## config.mk

```make
export PLATFORM = sky130hd
export DESIGN_NAME = calc2_port_initiator
export DESIGN_NICKNAME = d
export VERILOG_FILES = /design/src/rtl/calc2_pkg.sv /design/src/rtl/calc2_tag_pool.sv /design/src/rtl/calc2_port_initiator.sv
export SDC_FILE = /design/constraint.sdc
export NUM_CORES = 1
export LEC_CHECK = 0
export BUFFER_PORTS_ARGS = -buffer_cell sky130_fd_sc_hd__clkbuf_2
export CAP_MARGIN = 20
export CORE_MARGIN = 3
export CORE_UTILIZATION = 35
export DETAILED_ROUTE_END_ITERATION = 8
export PLACE_DENSITY = 0.56
export SYNTH_ARGS = -nofsm -noshare
export SYNTH_HDL_FRONTEND = slang
export SYNTH_SLANG_ARGS = --single-unit
```

## constraint.sdc

```tcl
create_clock -name c_clk -period 3.25 [get_ports c_clk]
set_input_delay 0.325 -clock c_clk [delete_from_list [all_inputs] [get_ports c_clk]]
set_output_delay 0.325 -clock c_clk [all_outputs]
set_load 0.02 [all_outputs]
```

## src/rtl/calc2_pkg.sv

```systemverilog
// Shared types and constants for the CALC2 port initiator and its tag pool.
package calc2_pkg;

  localparam int unsigned TAG_W   = 2;
  localparam int unsigned DATA_W  = 32;
  localparam int unsigned N_TAGS  = 4;
  localparam int unsigned CMD_W   = 4;
  localparam int unsigned RESP_W  = 2;
  localparam int unsigned TIMER_W = 8;

  typedef enum logic [CMD_W-1:0] {
    CmdNop = 4'd0,
    CmdAdd = 4'd1,
    CmdSub = 4'd2,
    CmdShl = 4'd5,
    CmdShr = 4'd6
  } cmd_e;

  typedef enum logic [RESP_W-1:0] {
    RespNone = 2'd0,
    RespOk   = 2'd1,
    RespErr  = 2'd2,
    RespRsvd = 2'd3
  } resp_e;

  // Response code the DUT must never produce; reported but flagged.
  localparam logic [RESP_W-1:0] RESP_RESERVED = RespRsvd;

  typedef enum logic {
    StIdle,
    StOp2
  } state_e;

endpackage

```

## src/rtl/calc2_tag_pool.sv

```systemverilog
// Tag bookkeeping: busy flags, lowest-free allocation, per-tag command and
// second-operand slots, and per-tag age timers that reclaim stale tags.
module calc2_tag_pool
  import calc2_pkg::*;
#(
  parameter int unsigned TIMEOUT = 64
) (
  input  logic              i_clk,
  input  logic              i_reset,
  input  logic              i_alloc,
  input  logic [CMD_W-1:0]  i_alloc_cmd,
  input  logic [DATA_W-1:0] i_alloc_data2,
  input  logic              i_rsp,
  input  logic [TAG_W-1:0]  i_rsp_tag,
  input  logic [TAG_W-1:0]  i_rd_tag,
  output logic [N_TAGS-1:0] o_busy,
  output logic              o_any_free,
  output logic [TAG_W-1:0]  o_free_tag,
  output logic [CMD_W-1:0]  o_rsp_cmd,
  output logic [DATA_W-1:0] o_rd_data2,
  output logic [N_TAGS-1:0] o_timeout
);

  // Timer value seen in the cycle before it would reach TIMEOUT.
  localparam logic [TIMER_W-1:0] TIMEOUT_LAST = TIMER_W'(TIMEOUT - 1);

  logic [N_TAGS-1:0]  r_busy;
  logic [N_TAGS-1:0]  r_timeout;
  logic [CMD_W-1:0]   r_cmd   [N_TAGS];
  logic [DATA_W-1:0]  r_data2 [N_TAGS];
  logic [TIMER_W-1:0] r_timer [N_TAGS];

  logic [N_TAGS-1:0]  w_release;
  logic [N_TAGS-1:0]  w_expire;
  logic [TAG_W-1:0]   w_free_tag;
  logic               w_any_free;

  // Lowest-index free tag wins.
  always_comb begin
    w_free_tag = '0;
    w_any_free = 1'b0;
    for (int i = int'(N_TAGS) - 1; i >= 0; i--) begin
      if (!r_busy[i]) begin
        w_free_tag = TAG_W'(i);
        w_any_free = 1'b1;
      end
    end
  end

  // A response on a busy tag releases it and masks a coincident expiry.
  always_comb begin
    w_release = '0;
    w_expire  = '0;
    for (int i = 0; i < int'(N_TAGS); i++) begin
      w_release[i] = i_rsp && (i_rsp_tag == TAG_W'(i)) && r_busy[i];
      w_expire[i]  = r_busy[i] && (r_timer[i] == TIMEOUT_LAST) && !w_release[i];
    end
  end

  // Per-tag state: allocate, release, expire or age.
  always_ff @(posedge i_clk) begin
    if (i_reset) begin
      r_busy    <= '0;
      r_timeout <= '0;
      for (int i = 0; i < int'(N_TAGS); i++) begin
        r_cmd[i]   <= '0;
        r_data2[i] <= '0;
        r_timer[i] <= '0;
      end
    end else begin
      r_timeout <= w_expire;
      for (int i = 0; i < int'(N_TAGS); i++) begin
        if (i_alloc && (w_free_tag == TAG_W'(i))) begin
          r_busy[i]  <= 1'b1;
          r_timer[i] <= '0;
          r_cmd[i]   <= i_alloc_cmd;
          r_data2[i] <= i_alloc_data2;
        end else if (w_release[i] || w_expire[i]) begin
          r_busy[i]  <= 1'b0;
          r_timer[i] <= '0;
        end else if (r_busy[i]) begin
          r_timer[i] <= r_timer[i] + 8'd1;
        end
      end
    end
  end

  assign o_busy     = r_busy;
  assign o_any_free = w_any_free;
  assign o_free_tag = w_free_tag;
  assign o_rsp_cmd  = r_cmd[i_rsp_tag];
  assign o_rd_data2 = r_data2[i_rd_tag];
  assign o_timeout  = r_timeout;

endmodule

```

## src/rtl/calc2_port_initiator.sv

```systemverilog
// Drives one CALC2 request port: serialises accepted operations into a
// two-beat request, tracks tags, and returns tagged responses.
module calc2_port_initiator
  import calc2_pkg::*;
#(
  parameter int unsigned TIMEOUT = 64
) (
  input  logic              c_clk,
  input  logic              reset,
  input  logic              op_valid,
  output logic              op_ready,
  input  logic [CMD_W-1:0]  op_cmd,
  input  logic [DATA_W-1:0] op_data1,
  input  logic [DATA_W-1:0] op_data2,
  output logic [CMD_W-1:0]  req_cmd_in,
  output logic [DATA_W-1:0] req_data_in,
  output logic [TAG_W-1:0]  req_tag_in,
  input  logic [RESP_W-1:0] out_resp,
  input  logic [DATA_W-1:0] out_data,
  input  logic [TAG_W-1:0]  out_tag,
  output logic              res_valid,
  output logic [RESP_W-1:0] res_resp,
  output logic [DATA_W-1:0] res_data,
  output logic [TAG_W-1:0]  res_tag,
  output logic [CMD_W-1:0]  res_cmd,
  output logic              err_unexpected,
  output logic [N_TAGS-1:0] timeout_tags
);

  state_e            r_state;
  logic [CMD_W-1:0]  r_req_cmd;
  logic [DATA_W-1:0] r_req_data;
  logic [TAG_W-1:0]  r_req_tag;
  logic              r_res_valid;
  logic [RESP_W-1:0] r_res_resp;
  logic [DATA_W-1:0] r_res_data;
  logic [TAG_W-1:0]  r_res_tag;
  logic [CMD_W-1:0]  r_res_cmd;
  logic              r_err;

  logic              w_accept;
  logic              w_issue;
  logic              w_rsp;
  logic              w_any_free;
  logic [TAG_W-1:0]  w_free_tag;
  logic [N_TAGS-1:0] w_busy;
  logic [N_TAGS-1:0] w_timeout;
  logic [CMD_W-1:0]  w_rsp_cmd;
  logic [DATA_W-1:0] w_rd_data2;

  // Gated by reset so op_ready stays low until reset is released.
  assign op_ready = (r_state == StIdle) && w_any_free && !reset;
  assign w_accept = op_valid && op_ready;
  // A no-op is consumed without allocating a tag or issuing a request.
  assign w_issue  = w_accept && (op_cmd != CmdNop);
  assign w_rsp    = (out_resp != RespNone);

  calc2_tag_pool #(
    .TIMEOUT (TIMEOUT)
  ) u_tag_pool (
    .i_clk         (c_clk),
    .i_reset       (reset),
    .i_alloc       (w_issue),
    .i_alloc_cmd   (op_cmd),
    .i_alloc_data2 (op_data2),
    .i_rsp         (w_rsp),
    .i_rsp_tag     (out_tag),
    .i_rd_tag      (r_req_tag),
    .o_busy        (w_busy),
    .o_any_free    (w_any_free),
    .o_free_tag    (w_free_tag),
    .o_rsp_cmd     (w_rsp_cmd),
    .o_rd_data2    (w_rd_data2),
    .o_timeout     (w_timeout)
  );

  // Request FSM: beat 1 carries cmd/data1/tag, beat 2 carries data2 with cmd 0.
  always_ff @(posedge c_clk) begin
    if (reset) begin
      r_state    <= StIdle;
      r_req_cmd  <= '0;
      r_req_data <= '0;
      r_req_tag  <= '0;
    end else begin
      case (r_state)
        StIdle: begin
          if (w_issue) begin
            r_req_cmd  <= op_cmd;
            r_req_data <= op_data1;
            r_req_tag  <= w_free_tag;
            r_state    <= StOp2;
          end else begin
            r_req_cmd  <= '0;
            r_req_data <= '0;
            r_req_tag  <= '0;
          end
        end
        StOp2: begin
          r_req_cmd  <= '0;
          r_req_data <= w_rd_data2;
          r_state    <= StIdle;
        end
      endcase
    end
  end

  // Response capture; unknown tags and the reserved code raise err_unexpected.
  always_ff @(posedge c_clk) begin
    if (reset) begin
      r_res_valid <= 1'b0;
      r_res_resp  <= '0;
      r_res_data  <= '0;
      r_res_tag   <= '0;
      r_res_cmd   <= '0;
      r_err       <= 1'b0;
    end else if (w_rsp) begin
      r_res_valid <= 1'b1;
      r_res_resp  <= out_resp;
      r_res_data  <= out_data;
      r_res_tag   <= out_tag;
      r_res_cmd   <= w_busy[out_tag] ? w_rsp_cmd : '0;
      r_err       <= !w_busy[out_tag] || (out_resp == RESP_RESERVED);
    end else begin
      r_res_valid <= 1'b0;
      r_res_resp  <= '0;
      r_res_data  <= '0;
      r_res_tag   <= '0;
      r_res_cmd   <= '0;
      r_err       <= 1'b0;
    end
  end

  assign req_cmd_in     = r_req_cmd;
  assign req_data_in    = r_req_data;
  assign req_tag_in     = r_req_tag;
  assign res_valid      = r_res_valid;
  assign res_resp       = r_res_resp;
  assign res_data       = r_res_data;
  assign res_tag        = r_res_tag;
  assign res_cmd        = r_res_cmd;
  assign err_unexpected = r_err;
  assign timeout_tags   = w_timeout;

endmodule

```

## Word-level counts from Yosys, hierarchy flattened

Memory sizes are Yosys's and may differ from the RTL's. A register that Yosys moved wholly into a read port is not among the register bits.
Cells that the tools add are included.

- Muxes and demuxes: 98
- Bitwise operators: 23
- Order comparisons: 1
- Reduce and logical (&&, ||, !) cells: 45
- Add/sub/neg operators: 4
- Equality and inequality tests: 11

Operator list:

| cell | count |
|---|---|
| $mux W32 | 5 |
| $mux W8 | 12 |
| $mux W1 | 65 |
| $pmux W32 S2 | 1 |
| $add A8 B1 Y8 const B | 4 |
| $eq A8 B6 Y1 const B | 4 |
| $logic_and A1 B1 Y1 | 24 |
| $mux W4 | 5 |
| $or A1 B1 Y1 | 20 |
| $mux W2 | 7 |
| $eq A2 B2 Y1 const B | 5 |
| $reduce_bool A2 Y1 | 5 |
| $pmux W4 S2 | 1 |
| $logic_not A1 Y1 | 6 |
| $logic_or A1 B1 Y1 | 5 |
| $eq A2 B1 Y1 const B | 2 |
| $logic_not A2 Y1 | 2 |
| $reduce_bool A4 Y1 | 1 |
| $lt A2 B3 Y1 const B | 1 |
| $not A1 Y1 | 3 |
| $reduce_or A3 Y1 | 1 |
| $bmux W1 S2 | 1 |
| $pmux W1 S2 | 1 |
| $reduce_or A2 Y1 | 1 |

- Input port bits: 107
- Output and inout bits: 85
- Memory bits (writable): 176
- Logic and storage cells: 199
- Register bits after elaboration: 85
- Memories kept: 3

Memory list:

| name | depth | bits a word | rd ports | clocked after memory_dff | write ports | RTL line | source |
|---|---|---|---|---|---|---|---|
| u_tag_pool.r_data2 | 4 | 32 | 1 | 1 | 4 | calc2_tag_pool.sv:30 | `logic [DATA_W-1:0] r_data2 [N_TAGS];` |
| u_tag_pool.r_timer | 4 | 8 | 4 | 0 | 4 | calc2_tag_pool.sv:31 | `logic [TIMER_W-1:0] r_timer [N_TAGS];` |
| u_tag_pool.r_cmd | 4 | 4 | 1 | 1 | 4 | calc2_tag_pool.sv:29 | `logic [CMD_W-1:0] r_cmd [N_TAGS];` |

## Depth between registers and ports, before layout

Gate-level depths: netlist of run 1.

- Depth in word-level cells: 15
- Depth in mapped cells: 6
- Mapped depth without buffers: 4

## Cells and area by module

A second synthesis of run 1 with hierarchy kept.

- Cells, all modules: 734
- Area total of the unflattened synthesis: 10804.1 um^2

Modules (own cells, without submodules):

| module | seq. area each (um^2) | area an instance (um^2) | instances | cells an instance |
|---|---|---|---|---|
| calc2_tag_pool | 5445.2 | 8364.3 | 1 | 548 |
| calc2_port_initiator | 1621.6 | 2439.8 | 1 | 186 |

## Worst setup path after synthesis of run 1

OpenSTA, ideal clock, no wires.

- Path type: input port to flip-flop
- Start: input port reset
- End: memory u_tag_pool.r_cmd[2][0] (enable)
- Arrival time: 2.045 ns
- Path buffers: 2
- Stages: 5
- Data required time: 2.855 ns
- Library setup time: 0.395 ns
- Setup slack: 0.810 ns
- Cell sequence: or2_0 > clkbuf_1 > nor4_2 > buf_4 > or2_1

RTL lines:

| item | RTL line | source |
|---|---|---|
| start, declared | calc2_port_initiator.sv:9 | `input logic reset,` |
| end, declared | calc2_tag_pool.sv:29 |  |

==> results of run 1 <==
==> final cells by class <==
cell class	instances	area, sq um
clock buffer	44	853
clock inverter	9	72.6
fill	2591	15700
inverter	5	18.8
multi-input combinational	401	3310
sequential	267	7110
tap	384	480
timing repair buffer	262	1660
==> flip-flops by register name, summed over array words and instances, names as in the netlist, named ones only <==
name,flops
u_tag_pool.r_data2,128
res_valid,1
u_tag_pool.r_cmd,16
u_tag_pool.o_timeout,4
err_unexpected,1
res_data,32
res_cmd,4
res_resp,2
r_state,1
u_tag_pool.o_busy,4
req_cmd_in,4
req_data_in,32
u_tag_pool.r_timer,32
req_tag_in,2
res_tag,2
==> report_power, final <==
group,internal [W],switching (W)
clock network,0.00188,0.00129
logic,0.000268,0.000327
registers,0.00380,0.0000700
==> how the worst min path moves through the flow <==
stage	from	end	slack, ns
after floorplan	op_cmd[0]	req_cmd_in[0]$_SDFF_PP0_	0.45
after global placement	req_tag_in[0]$_SDFFE_PP0N_	flop	0.50
after detailed placement	req_tag_in[0]$_SDFFE_PP0N_	flop	0.51
after CTS	op_data1[3]	req_data_in[3]$_SDFF_PP0_	0.007
after global routing	op_data1[3]	req_data_in[3]$_SDFF_PP0_	0.03
final	op_data1[3]	req_data_in[3]$_SDFF_PP0_	0.03
==> cell usage after synthesis, drive strengths merged <==
cell	n	area, sq um
edfxtp	176	5290
o31ai	4	30.0
inv	5	18.8
or2	5	31.3
or3	11	68.8
or4	4	30.0
and4	1	8.76
a211o	1	8.76
clkbuf	22	82.6
nor2b	11	68.8
xor2	5	43.8
buf	18	98.8
ha	4	50.1
nor3	17	85.1
nor4b	1	15.0
nor4	6	75.1
a22o	33	289
o41ai	1	27.5
and3	4	25.0
nand3	9	45.0
nand3b	1	7.51
o21bai	5	37.5
nor2	6	22.5
a211oi	9	67.6
dfxtp	91	1820
a32o	1	10.0
mux4	37	833
nand2	11	41.3
nor3b	4	30.0
and2	180	1130
a21oi	5	25.0
nand4b	1	8.76
o21ai	14	70.1
xnor2	7	61.3
nand4	3	18.8
==> per-stage QoR <==
stage               setup WS [ns]  cells   util  hold slack, ns  total power (W)
floorplan                   0.810    713      -           0.447          0.00423
global placement            0.731   1258  0.409           0.504          0.00447
detailed placement          0.677   1258  0.409           0.507          0.00448
CTS                         0.786   1371  0.461         0.00665          0.00773
global route                0.705   1372  0.462          0.0255          0.00792
finish                      0.862   1372  0.462          0.0288          0.00763
==> logic make-up (layout without fill, tap and decap cells) <==
kind of cell,count (synthesis),after routing
mux,37,37
flops,267,267
fa+ha+maj,4,4
xor+xnor,12,12
simple gates,275,275
compound gates,73,73
buf+inv,45,320
==> critical path, cell delays in order, from the launching register on <==
cell                      delay, ns
sky130_fd_sc_hd__dfxtp_1       0.31
sky130_fd_sc_hd__or2_0         0.45
sky130_fd_sc_hd__nor4_4        0.38
sky130_fd_sc_hd__or2_2         0.85
==> repair_timing <==
action                                 in CTS  in global routing
endpoints found under the hold margin      60                  0
hold buffers                               60                  0
setup endpoints to repair                   0                  0
==> layer usage <==
layer,vias to the layer above,track usage
met1,3131,0.200
met4,2,0.0374
met2,191,0.252
li1,3141,-
met5,-,0
met3,42,0.0289
==> flow_results.org, run 1 <==
** Timing
- Final number of max-transition violations :: 0
- Max Fclk :: 419 MHz
- On the final layout, the worst clock skew is 0.00899 ns.
- Final-report hold violation count :: 0
- Worst-margin pin slew :: 1.05 ns
- Share of the cycle needed by the critical path after routing :: 0.735
- The worst pin sits at a relative slew slack of 0.303.
- Setup violations remaining at the end of the flow were counted as 0.
- Min Tclk post-route :: 2.39 ns
- Setup repair after global routing left no endpoint under its margin.
- Setup total negative slack :: 0 ns

** Clock tree
- The number of clock buffers added by TritonCTS is 29.
- Once the clock tree was built, the setup fixing pass inserted 0 buffers.
- The root buffer cell chosen for the clock tree is sky130_fd_sc_hd__clkbuf_16.
- CTS max path bufs :: 3
- Post-CTS repair changed the size of 0 cells.
- Counting every sink on the clock net gives 267.
- Clock latency on the worst-skew pair, taken at its later pin, is 0.54 ns.
- CTS built an H-tree with a depth of 1.
- Clk slew on worst S/H paths :: 0.06 ns
- TritonCTS built the clock tree.

** Detailed routing
- In the detailed route, the total length drawn on met2 is 11800 microns.
- Iter 0 DRT Violations :: 315
- Top metal layer carrying routed signals :: met5
- Number of detailed-routing iterations run before antenna repair :: 5
- For this block, the via count after detailed routing is 6507.
- After detailed routing, the total wire length is 24800 microns.
- In the final routing, the length of wire on met1 measures 11200 microns.
- Routed WL per cell :: 18.1 microns
- Via count normalized by instance count :: 4.74
- Residual antenna-violating net count after detailed routing :: 0
- Final routed DRC violation total :: 0
- Summed over all nets, wire length on met3 after detailed routing comes to 1280 microns.

** Floorplan
- Row count :: 62
- Starting density of the core :: 0.361
- Pin placement for this block handled 192 I/O pins.
- The die covers 0.0323 sq mm.
- Height of the die :: 180 microns
- Core Footprint :: 0.0292 sq mm
- The die is 180 microns wide.

** Logic synthesis
- Of the total synthesized cell area, the portion taken by AND, OR, NAND and NOR gates is 0.162.
- Post-synthesis instance area :: 0.0106 sq mm
- The synthesized design contains 267 register bits.
- Distinct cells, synth :: 39
- Mux contribution to synthesized area :: 0.0788
- Synthesis handed over a netlist of 713 instances.
- Share of synthesized area occupied by flip-flops and latches :: 0.672
- Net count of the mapped netlist :: 824
- Of the total synthesized cell area, the portion taken by full adders, half adders and majority gates is 0.00474.
- Total of warnings raised by yosys :: 0
- Xor-xnor portion of the synthesized cell area :: 0.00994
- By area, the combinational part of the netlist is dominated by simple AND/OR/NAND/NOR gates.
- Dividing the synthesized area by the synthesized cell count gives 14.8 sq um.
- The post-synthesis compound-gate area fraction came to 0.0535.

** Flow run
- Reported max-cap violation count :: 0

** Power and ir drop
- Largest vdd supply drop :: 0.387 mV
- In this run the power density over the cells is 565 mW/mm^2.
- In this run the static leakage power is 5.28 nW.

** Placed design
- At the end of routability-driven placement, the weighted congestion stood at 0.758.
- After legalization and detailed placement, the total HPWL measured 15100 microns.
- In this run the cell area measured after placement is 0.0120 sq mm.
- Port buffering added 191 buffers.

** Setup path
- The worst register-to-register path begins at r_state$_SDFF_PP0_.
- Capturing instance or port of the critical path :: u_tag_pool.r_data2[2][13]$_SDFFCE_PN0P_
- At the worst endpoint, the required time is 3.40 ns.
- Largest driver fanout on the critical path :: 36
- Worst r2r path cells :: 3
- Minimum setup slack among reg-to-reg paths :: 0.86 ns
- The worst setup path is launched from a flop.
- Worst Setup SP :: r_state$_SDFF_PP0_
- STA classifies the critical path endpoint as a flop.
- Data arrival time of the critical path :: 2.54 ns
- The endpoint identified for the worst register-to-register timing path is u_tag_pool.r_data2[2][13]$_SDFFCE_PN0P_.
- Critical Setup Path Class :: flop to flop

** GRT
- First-pass GRT wire length :: 38900 microns
- Across every metal layer, demand over resource in global routing totals 0.149.
- For this run the aggregate overflow at the end of global routing stands at 0.
- The via count of the first global-routing pass is 6625.
- Largest net degree at the start of global routing :: 39
- The number of antenna violations at the first check in global routing came to 1.

** Layout
- P&R area growth vs syn :: 27.8%
- The library cell used most frequently in the layout, excluding fill and tap cells, is sky130_fd_sc_hd__clkbuf_2.
- Layout Cell Area excl Fill :: 0.0135 sq mm
- 0 antenna diodes ended up in the layout.
- For this run, the post-layout net count is 1077.
- Highest-count cells in the layout ignoring fill and taps :: sky130_fd_sc_hd__clkbuf_2 (192), sky130_fd_sc_hd__and2_1 (180), sky130_fd_sc_hd__edfxtp_1 (176)
- Of the cells placed in the final design, the portion with a size suffix greater than 1 is 0.303.

** Status
- Run status :: finished clean

** Min path
- Worst hold path class :: input port to flop
- Along the worst hold path, the cell count comes to 2.
No activity file was read; power rests on OpenSTA's default activity.
==> inputs of run 2 (changes only) <==
PLACE_DENSITY = 0.58   (was 0.56)
clock period = 2.1 ns   (was 3.25 ns; I/O delays follow)
==> run 2 against run 1 <==
  * Clock skew about the same
  * Total power increased by 55%
  * First-iteration DRC count increased by 16%
  * Design area increased by 4.5%
  * Sequential cell count unchanged
  * Final cell count increased by 4.4%
==> flow_results.org, run 2 (synthesis gave the netlist of run 1 again) <==
** Flow run
- Reported max-cap violation count :: 0

** Layout
- The multi-input combinational cells in the finished layout cover a total of 0.00331 sq mm.
- In the final layout, the share of cells above drive strength 1 is 0.312.
- The register with the most flip-flops in the layout has 128 of them.
- After the last flow step, the layout net total stands at 1137.
- Number of inserted filler cells in the final layout :: 2538
- Final antenna diode count :: 0
- Sequential cell area :: 0.00711 sq mm
- u_tag_pool.r_data2 holds more flip-flops than any other register.
- P&R area growth vs syn :: 33.6%
- Leaving out fill and tap cells, the most frequent cells in the layout are sky130_fd_sc_hd__clkbuf_2 (191), sky130_fd_sc_hd__and2_1 (180), sky130_fd_sc_hd__edfxtp_1 (176).
- Leaving out fill and tap cells, the most frequent cell in the layout is sky130_fd_sc_hd__clkbuf_2.

** Timing
- Setup total negative slack :: 0 ns
- Share of the cycle needed by the critical path after routing :: 0.956
- Worst rel slew slack :: 0.664
- The number of hold violations in the final report came to 0.
- Final hold analysis gives a worst-case slack of 0.0277 ns.
- For the pin with the worst max-slew slack, the measured transition is 0.503 ns.
- Max Fclk :: 498 MHz
- Setup repair after global routing missed its margin :: no
- Subtracting the final worst setup slack from the clock period gives 2.01 ns.
- The clock arrives with 0.00927 ns of skew.
- Final number of max-transition violations :: 0
- Setup violations remaining at the end of the flow were counted as 0.

** Clock tree
- CTS max path bufs :: 3
- Clock latency on the worst-skew pair, taken at its later pin, is 0.54 ns.
- The clock drives 267 sinks.
- The cell sitting at the root of the clock tree is a sky130_fd_sc_hd__clkbuf_16.
- Clk slew on worst S/H paths :: 0.06 ns
- H-tree depth :: 1
- Counting the buffers created by CTS gives 29.
- Clock tree from TritonCTS :: built

** GRT
- Largest net degree at the start of global routing :: 40
- First-pass GRT wire length :: 40300 microns
- After global routing the overflow that remains totals 0.
- The number of antenna violations at the first check in global routing was 0.
- Overall global routing resource usage :: 0.154
- Vias in the first global route :: 7097

** Floorplan
- Starting density of the core :: 0.361
- Boundary pin count :: 192
- The floorplan has 62 rows.
- The die is 180 microns wide.
- The die covers 0.0323 sq mm.
- After floorplanning, the core was sized to cover 0.0292 sq mm.
- Measured along the y axis, the die boundary spans 180 microns.

** Setup path
- Largest driver fanout on the critical path :: 5
- In this run the critical register-to-register path is launched from r_state$_SDFF_PP0_.
- WP data required :: 1.89 ns
- In this run the register-to-register setup slack is 0.13 ns.
- By startpoint and endpoint, the worst setup path is classified as flop to primary output.
- Data arrival time of the critical path :: 1.80 ns
- Setup crit start kind :: flop
- Worst reg2reg path endpoint :: u_tag_pool.r_data2[3][23]$_SDFFCE_PN0P_
- Worst r2r path cells :: 5
- The worst setup path is captured at a primary output.

** Min path
- In this run the most critical hold path is launched from op_data2[23].
- For hold timing, the worst endpoint is u_tag_pool.r_data2[0][23]$_SDFFCE_PN0P_.
- Number of cells on the worst hold path :: 2
- Worst hold path class :: input port to flop

** Detailed routing
- Via count normalized by instance count :: 4.77
- Number of detailed-routing iterations run before antenna repair :: 5
- Routed vias :: 6834
- After detailed routing, no signal wire sits above met4.
- In this run the remaining antenna-violating nets after routing total 0.
- After detailed routing, the number of remaining DRC violations is 0.
- After detailed routing, the average wire length per cell comes to 17.7 microns.
- In the detailed route, the total length drawn on met3 is 1450 microns.
- Summed over all layers, the routed wires come to 25400 microns.
- In this run, the number of DRC markers left after iteration 0 of detailed routing was 366.
- After detailed routing, the wire length on met1 is 11200 microns.
- Summed over all nets, wire length on met2 after detailed routing comes to 12400 microns.

** Power and ir drop
- In this run the static leakage power is 5.58 nW.
- Pwr/cell area :: 839 mW/mm^2
- Across the VDD grid, the largest voltage drop is 0.671 mV.

** Placed design
- Final weighted congestion in routability-driven placement :: 0.788
- Half-perimeter wire length after placement :: 15900 microns
- Port Buffers :: 191

** Status
- The flow ran to the end, and the final reports show no timing, DRC or antenna violations.
run 2: cell types whose count changed in the layout (fill, tap and decap cells not counted), moves of 2 or more:
cell / change
sky130_fd_sc_hd__clkinv_1: -2
sky130_fd_sc_hd__clkbuf_16: +2
sky130_fd_sc_hd__clkbuf_8: -3
sky130_fd_sc_hd__clkbuf_1: +2
sky130_fd_sc_hd__dlygate4sd3_1: +33
sky130_fd_sc_hd__buf_4: +21
sky130_fd_sc_hd__buf_12: +6
sky130_fd_sc_hd__clkinv_2: +2
run 2: area by class of cell:
cell class | instances | share of cell area
flip-flops and latches | 267 | 0.504
multi-input cells | 401 | 0.235
repair buffers | 322 | 0.161
clock buffers | 44 | 0.0612
well taps | 384 | 0.0340
clock inverters | 10 | 0.00425
inverters | 5 | 0.00133
run 2: per-stage QoR:
stage,setup slack [ns],instances,cell area [sq um],utilization,power [W]
after global routing,0.000650,1433,14100,0.483,0.0123
final,0.0930,1433,14100,0.483,0.0118
after CTS,0.0148,1431,14100,0.482,0.0120
after detailed placement,-0.0300,1285,12200,0.418,0.00698
after global placement,-0.00501,1285,12200,0.418,0.00697
after floorplan,0.0227,713,10600,-,0.00654
run 2: what timing repair did:
item / 4_1_cts / 5_1_grt
gates resized for setup: 0 / 1
hold buffers: 92 / 1
setup endpoints to repair: 0 / 103
buffers inserted: 0 / 1
hold endpoints to repair: 165 / 1
run 2: critical path, stage by stage (launching register included):
cell and delay, ns:
sky130_fd_sc_hd__dfxtp_1 0.31, sky130_fd_sc_hd__or2_0 0.28, sky130_fd_sc_hd__buf_4 0.20, sky130_fd_sc_hd__nor2_1 0.25, sky130_fd_sc_hd__clkbuf_2 0.23
run 2: routing by layer:
layer  up-vias  track usage
li1       3267            -
met1      3318        0.205
met2       220        0.266
met3        29       0.0261
met4         0       0.0350
met5         -            0
run 2: worst max path at each step:
stage	startpoint	endpoint	slack [ns]	cells after the start
global placement	reset	u_tag_pool.r_data2[2][20]$_SDFFCE_PN0P_	-0.005	5
CTS	r_state$_SDFF_PP0_	u_tag_pool.r_cmd[2][1]$_SDFFCE_PN0P_	0.01	4
global route	r_state$_SDFF_PP0_	u_tag_pool.r_cmd[3][0]$_SDFFCE_PN0P_	0.0006	5
finish	r_state$_SDFF_PP0_	op_ready	0.09	4
detailed placement	reset	u_tag_pool.r_data2[2][27]$_SDFFCE_PN0P_	-0.03	5
floorplan	u_tag_pool.o_busy[1]$_SDFFE_PP0P_	u_tag_pool.r_cmd[2][0]$_SDFFCE_PN0P_	0.02	5
run 2: report_power, final:
part | internal (W) | switching (W) | total, W
Sequential | 0.00587 | 0.0000978 | 0.00597
Combinational | 0.000489 | 0.000540 | 0.00103
Clock | 0.00284 | 0.00200 | 0.00485
==> inputs of run 3 (changes only) <==
PLACE_DENSITY = 0.53   (was 0.58)
==> run 3 against run 2 <==
  * Worst hold slack better by 0.027 ns
  * Sequential power is essentially flat
  * Non-clock buffer count up 10
  * Largest power group unchanged
  * Maximum frequency increased by 0.14%
  * Routed wire length is 1.3% higher
  * Core utilization grew 0.67 points
  * Combinational power barely moved
  * Critical path type unchanged
  * Design area increased by 1.4%
==> flow_results.org, run 3 (synthesis gave the netlist of run 1 again) <==
** Clock tree
- Clk slew on worst S/H paths :: 0.06 ns
- In this run the number of H-tree levels came out at 1.
- Insertion delay to the later sink of the worst-skew pair :: 0.55 ns
- The longest clock path from root to sink contains 3 buffers.
- Clock tree synthesis selected as its root buffer the cell sky130_fd_sc_hd__clkbuf_16.
- Buffers inserted during clock tree synthesis total 30.
- Number of sinks driven by the clock tree :: 267
- Clock tree from TritonCTS :: built
- Buffers inserted by post-CTS timing repair :: 0

** Layout
- Net total in the final layout :: 1148
- Number of flip-flops under the largest register name :: 128
- u_tag_pool.r_data2 holds more flip-flops than any other register.
- From synthesis to final layout, the design area changed by 35.4%.
- The library cells used most frequently in the layout, excluding fill and tap cells, are sky130_fd_sc_hd__clkbuf_2 (192), sky130_fd_sc_hd__and2_1 (180), sky130_fd_sc_hd__edfxtp_1 (176).
- Number of inserted filler cells in the final layout :: 2522
- Most common library cell in the layout ignoring fill and taps :: sky130_fd_sc_hd__clkbuf_2
- Final antenna diode count :: 0
- Final cell count without fillers :: 1445
- Share of cells above drive strength 1 :: 0.320

** Placed design
- Final weighted congestion in routability-driven placement :: 0.781
- The count of buffers added on input and output ports is 191.
- Half-perimeter wire length after placement :: 16400 microns
- Counting tap cells, the placed design contains a total of 1290 instances.

** GRT
- The first global-routing pass estimated 41200 microns of wire.
- Vias in the first global route :: 7208
- Overall global routing resource usage :: 0.158
- Entering global routing, the biggest net connects 38 pins.
- Global routing finished with a remaining overflow of 0.
- The number of antenna violations at the first check in global routing was 0.

** Status
- Run status :: finished clean

** Setup path
- Along the worst path, the maximum fanout reaches 9.
- Reg-to-reg startpoint :: u_tag_pool.o_busy[1]$_SDFFE_PP0P_
- Critical Setup Path Class :: flop to primary output
- Measured in cells, the most critical reg-to-reg path has a length of 4.
- Data arrival time of the critical path :: 1.79 ns
- The worst setup path is captured at a primary output.
- STA classifies the critical path startpoint as a flop.
- WP data required :: 1.89 ns
- The most critical setup path has its startpoint at u_tag_pool.o_busy[1]$_SDFFE_PP0P_.

** Floorplan
- The die is 180 microns wide.
- In this run the standard cell core region covers 0.0292 sq mm.
- During I/O placement, the number of pins put on the boundary was 192.
- Height of the die :: 180 microns
- Total die area :: 0.0323 sq mm
- Row count :: 62
- The initial utilization of the core area, before any placement, comes to 0.361.

** Timing
- Setup total negative slack :: 0 ns
- Setup violations remaining at the end of the flow were counted as 0.
- The number of hold violations in the final report was 0.
- Clock skew on the completed layout was measured at 0.0110 ns.
- Worst rel slew slack :: 0.698
- The max-slew violation count was 0.
- Derived from the worst setup path, the maximum achievable clock frequency is 499 MHz.
- Worst-margin pin slew :: 0.448 ns
- After layout, the minimum clock period comes to 2.00 ns.
- In the finished design, the share of the clock period the worst path needs comes to 0.954.
- Setup repair after global routing left no endpoint under its margin.

** Power and ir drop
- IR analysis of the VDD net gives a maximum drop of 0.607 mV.
- LEAKAGE :: 5.68 nW
- Pwr/cell area :: 873 mW/mm^2

** Detailed routing
- The final layout contains routed wiring with a total length of 25700 microns.
- In the final routed layout, each cell accounts on average for 17.8 microns.
- Routed vias :: 6834
- The detailed router finished its first iteration with 374 violations.
- For this run, the detailed router's first-pass iteration total came to 5.
- In the routed design, unresolved DRC markers number 0.
- Via count normalized by instance count :: 4.73
- Residual antenna-violating net count after detailed routing :: 0

** Min path
- Origin of the worst min-delay path :: op_valid
- Number of cells on the worst hold path :: 4
- The path class of the tightest hold or removal check is input port to flop.

** Flow run
- Reported max-cap violation count :: 0
run 3: cell count changes in the layout (fill, tap and decap cells not counted), moves of 4 or more:
| cell | change |
|---|---|
| sky130_fd_sc_hd__buf_4 | +6 |
| sky130_fd_sc_hd__bufinv_16 | +4 |
| sky130_fd_sc_hd__dlygate4sd3_1 | +6 |
| sky130_fd_sc_hd__clkbuf_1 | -7 |
run 3: report_power, final:
part           total [W]  internal, W  switching [W]  leakage, nW
registers        0.00597      0.00587       0.000101         2.58
clock network    0.00547      0.00337        0.00210        0.521
logic            0.00104     0.000500       0.000542         2.58
total             0.0125      0.00974        0.00275         5.68
run 3: final cells by class:
class | count | area [sq um] | area share
clock buffers | 39 | 857 | 0.0599
repair buffers | 332 | 2340 | 0.163
well taps | 384 | 480 | 0.0336
inverters | 5 | 18.8 | 0.00131
multi-input cells | 401 | 3310 | 0.231
clock inverters | 17 | 204 | 0.0142
flip-flops and latches | 267 | 7110 | 0.497
run 3: worst paths after layout:
| check | end | slack [ns] |
|---|---|---|
| worst max-delay path | op_ready | 0.1 |
| worst min-delay path | u_tag_pool.o_busy[0]$_SDFFE_PP0P_ | 0.05 |
| worst max register to register | u_tag_pool.r_data2[2][20]$_SDFFCE_PN0P_ | 0.18 |
| worst min register to register | flop | 0.50 |
run 3: stage by stage:
stage	util	hold WS, ns	worst slack, ns	instance area (sq um)	power, W
after floorplan	-	0.332	0.0227	10600	0.00654
after global placement	0.419	0.411	0.184	12300	0.00699
after detailed placement	0.419	0.412	0.159	12300	0.00699
after CTS	0.489	0.0304	0.0560	14300	0.0126
after global routing	0.489	0.0548	0.0209	14300	0.0130
final	0.489	0.0547	0.0958	14300	0.0125
run 3: timing repair:
action	CTS	global route
gates resized for setup	0	0
hold endpoints to repair	182	0
hold buffers	99	0
run 3: critical path, cell delays in order (launching register included):
cell and delay (ns):
sky130_fd_sc_hd__dfxtp_1 0.53, sky130_fd_sc_hd__and4_1 0.43, sky130_fd_sc_hd__nor2_1 0.12, sky130_fd_sc_hd__clkbuf_2 0.17
run 3: layer usage:
metal  share of wire  track usage  vias up
met5               0            0        -
met4           0.019       0.0374        0
met3           0.050       0.0273       36
met2            0.47        0.264      198
met1            0.46        0.216     3315
li1                -            -     3285
